**config.mk**
```make
export PLATFORM = sky130hd
export DESIGN_NAME = fifo_stream_reader
export DESIGN_NICKNAME = d
export VERILOG_FILES = /design/src/rtl/fifo_stream_reader.sv
export SDC_FILE = /design/constraint.sdc
export NUM_CORES = 1
export LEC_CHECK = 0
export CAP_MARGIN = 20
export CORE_ASPECT_RATIO = 2
export CORE_MARGIN = 4
export CORE_UTILIZATION = 49
export DETAILED_ROUTE_END_ITERATION = 8
export GPL_ROUTABILITY_DRIVEN = 0
export GPL_TIMING_DRIVEN = 0
export PLACE_DENSITY_LB_ADDON = 0.12
export SYNTH_ARGS = -nofsm -noshare
export SYNTH_HDL_FRONTEND = slang
export SYNTH_SLANG_ARGS = --single-unit
```
**constraint.sdc**
```tcl
create_clock -name clk -period 3.4 [get_ports clk]
set_clock_uncertainty 0.15 [all_clocks]
set_input_delay 0.51 -clock clk [delete_from_list [all_inputs] [get_ports clk]]
set_output_delay 0.51 -clock clk [all_outputs]
set_load 0.01 [all_outputs]
```
**src/rtl/fifo_stream_reader.sv**
```systemverilog
// Read-side companion to the 16x8 push/pop FIFO: pops words ahead of demand and
// presents them as a full-throughput valid/ready stream through a 2-entry skid buffer.
module fifo_stream_reader #(
  parameter int DATA_WIDTH  = 8,
  parameter int COUNT_WIDTH = 16
) (
  input  logic                   clk,
  input  logic                   rst,
  input  logic                   en,
  input  logic                   fifo_empty,
  input  logic [DATA_WIDTH-1:0]  fifo_data,
  output logic                   fifo_pop,
  output logic                   m_valid,
  input  logic                   m_ready,
  output logic [DATA_WIDTH-1:0]  m_data,
  output logic                   busy,
  output logic [COUNT_WIDTH-1:0] rd_count
);

  typedef enum logic [1:0] {IDLE, RUN, DRAIN} state_t;

  state_t                state, state_nxt;
  logic [DATA_WIDTH-1:0] mem [2];
  logic                  wr_idx, rd_idx;
  logic [1:0]            occ, occ_nxt;
  logic                  inflight;
  logic                  xfer;

  assign m_valid = (occ != 2'd0);
  assign m_data  = mem[rd_idx];
  assign xfer    = m_valid && m_ready;
  // Occupancy once this edge's capture and transfer land; also the pop headroom test.
  assign occ_nxt = occ + {1'b0, inflight} - {1'b0, xfer};

  // State register
  always_ff @(posedge clk) begin
    if (rst) state <= IDLE;
    else     state <= state_nxt;
  end

  // Next-state logic
  always_comb begin
    state_nxt = state;
    case (state)
      IDLE:    if (en) state_nxt = RUN;
      RUN:     if (!en) state_nxt = (occ_nxt != 2'd0 || fifo_pop) ? DRAIN : IDLE;
      DRAIN: begin
        if (en)                                  state_nxt = RUN;
        else if (occ_nxt == 2'd0 && !fifo_pop)   state_nxt = IDLE;
      end
      default: state_nxt = IDLE;
    endcase
  end

  // Outputs
  always_comb begin
    fifo_pop = !rst && (state == RUN) && en && !fifo_empty && (occ_nxt < 2'd2);
    busy     = (state != IDLE);
  end

  // Skid buffer, indices and delivered-word counter
  always_ff @(posedge clk) begin
    if (rst) begin
      mem[0]   <= '0;
      mem[1]   <= '0;
      wr_idx   <= 1'b0;
      rd_idx   <= 1'b0;
      occ      <= 2'd0;
      inflight <= 1'b0;
      rd_count <= '0;
    end else begin
      if (inflight) begin
        mem[wr_idx] <= fifo_data;
        wr_idx      <= ~wr_idx;
      end
      if (xfer) begin
        rd_idx   <= ~rd_idx;
        rd_count <= rd_count + {{(COUNT_WIDTH-1){1'b0}}, 1'b1};
      end
      occ      <= occ_nxt;
      inflight <= fifo_pop;
    end
  end

endmodule

```
==> results.ini <==
[timing]
slew_headroom = 0.520
finalHoldWorstSlack_ns = 0.270
max_freq_mhz = 309
slew_viol_final = 0
tightest_slew_ns = 0.715
worst_slack_ns = 0.168
rsz0062_at_grt = no
finalSetupTns_ns = 0
setup_viol = 0
final.min_clock_period_ns = 3.23
hold_violations = 0
fin_crit_sh = 0.950

[min_path]
hold_depth = 2
hold_class = in -> reg
holdPathEnd = occ[1]
hp-start = rst

[pwr]
p_comb_frac = 0.277
finalPower_mw = 1.18
p_clk_frac = 0.245
p_per_area_nw_per_um2 = 513
pwr-share-seq = 0.478
p_sw_mw = 0.321
vdd_drop_max_v = 0.000550
swShare = 0.273
internal_power_mw = 0.857
p_leak_nw = 0.821

[outcome]
outcome = finished, final reports clean

[clock_tree]
clk_latency_ns = 0.28
htree_num_levels = 2
cts_sinks = 40
path_clk_slew_ns = 0.07
root_buffer = clkbuf_8
cts_buffers = 5
cts_hold_buffers = 0
cts.path.max_buffers = 2
cts_tree = done

[routing]
post-route-drc-count = 0
drt_iter0_markers = 8
ant_nets = 0
first_pass_iters = 4
vias = 1323
drt-total-wl_mm = 3.58
vias_per_cell = 5.15
wl_per_cell_um = 13.9

[yosys]
synth_edf_count = 16
ys_seq_elements = 40
synth_common_cells = 24 x dfxtp_1, 16 x and2_1, 16 x edfxtp_1
ys_top_cells_by_area = dfxtp_1 28%, edfxtp_1 28%, and2_1 5.7%
synthDistinctLibCells = 29
synth_async_sr_flop_share = 0
synth_seq_area_share = 0.551
yosys_warnings = 0
synth.top_cell.area_share = 0.275
avgSynthCellArea_sq_um = 10.8
synth_top_cell_by_area = dfxtp_1
netlist_area_sq_um = 1740
syn_inst = 162
syn_nets = 178
yosysMostFrequentCell = dfxtp_1
synth_flop_cell = dfxtp_1

[die]
core.rowCount = 30
initial_utilization = 0.511
ios = 40
dieArea_sq_um = 4640
die_y_um = 92.4
core_sq_um = 3420
fp.dieW_um = 50.2

[global_routing]
grt_usage = 0.173
grt_pass1_vias = 1430
grt_max_degree = 12
grt-ovfl-total = 0
antenna_found_initial = 0
grt_first_pass_wirelength_mm = 6.17

[critical_path]
critical_path_depth = 11
crit_family = buffers and inverters
worst-path-buf-inv = 5
crit_path_start_kind = input port
crit_arrival_ns = 2.57
r2r-start = occ[1]
critical_path.cell_chain = clkdlybuf4s50_1, o21ai_2, clkbuf_4, inv_4, ha_1, inv_1, ha_1, xnor2_2, xnor2_2, nor4_2, buf_2
cpPeakStageDelay_ns = 0.43
r2r_cells = 10
cpMaxStageDelayCell = clkdlybuf4s50_1
crit_fanout = 6
reg2reg_to = state[1]
crit_type = in -> out
end_kind = output pin
r2r_slack_ns = 1.18
required_ns = 2.74

[placed_design]
dpl.hpwl_mm = 2.71
dp_worst_setup_slack_ns = -0.818
io_buffers = 38

[layout]
antenna_cells = 0
utilization = 0.673
area_growth_pct = 31.8
drive_gt1_frac = 0.139
finalNetCount = 224

[run]
drv_cap = 0

cell usage in the layout (no fill, tap or decap), types with 2 or more instances in the layout:
cell type,n
xnor2_1,9
buf_6,2
mux2_2,8
xnor2_2,2
nor4_1,4
clkbuf_8,5
ha_1,3
or3_1,4
o21ai_0,5
nand3_1,3
xor2_1,4
nand4_1,2
a21oi_1,7
nand2_1,9
nor3_1,5
nand2b_1,2
nand4b_1,2
dfxtp_1,24
edfxtp_1,16
clkbuf_1,4
or2_2,3
and2_1,16
clkdlybuf4s50_1,37
nor2b_1,2
nor2_1,14
inv_1,5
cell families after synthesis:
| kind of cell | Yosys count | synth area share |
|---|---|---|
| and+or+nand+nor | 71 | 0.227 |
| buffers and inverters | 11 | 0.0323 |
| muxes | 8 | 0.0517 |
| DFF | 40 | 0.551 |
| xor gates and xnor gates | 15 | 0.0753 |
| adders and majority gates | 3 | 0.0215 |
| AOI/OAI and AO/OA | 14 | 0.0416 |
layer usage:
metal | share of wire | vias up | GRT usage | wire length, um
li1 | - | 648 | - | -
met1 | 0.32 | 629 | 0.166 | 1150
met2 | 0.60 | 39 | 0.325 | 2150
met3 | 0.055 | 7 | 0.0403 | 198
met4 | 0.024 | 0 | 0.0855 | 87
met5 | 0 | - | 0 | 0
sequential cells by signal (all words and copies together) (netlist names), named ones only:
signal    flops
mem          16
rd_count     16
occ           2
state         2
inflight      1
rd_idx        1
wr_idx        1
worst max path at each step:
stage                       start       end
after detailed placement  m_ready  fifo_pop
final                     m_ready  fifo_pop
after CTS                 m_ready  fifo_pop
after global placement    m_ready  fifo_pop
after floorplan           m_ready  fifo_pop
after global routing      m_ready  fifo_pop
power by group through the flow:
stage	sequential (mW)	clock, mW	combinational [mW]
finish	0.563	0.289	0.327
global route	0.567	0.311	0.356
CTS	0.560	0.296	0.316
detailed placement	0.568	0	0.298
global placement	0.565	0	0.291
floorplan	0.565	0	0.177
per-stage QoR:
step | cells | area (sq um)
detailed placement | 248 | 2180
global route | 257 | 2300
global placement | 248 | 2180
floorplan | 162 | 1740
CTS | 257 | 2280
finish | 257 | 2300
what timing repair did:
item	4_1_cts	5_1_grt
pin swaps	1	1
setup buffers	1	0
endpoints found under the setup margin	1	1
resized for setup	9	5
final cells by class:
class,instances,area [sq um]
fill,286,1120
inverter,6,25.0
buffer,5,37.5
multi-input combinational,111,752
sequential,40,961
tap,48,60.1
timing repair buffer,39,383
clock inverter,1,3.75
clock buffer,7,76.3
(Power assumes the default switching activity.)
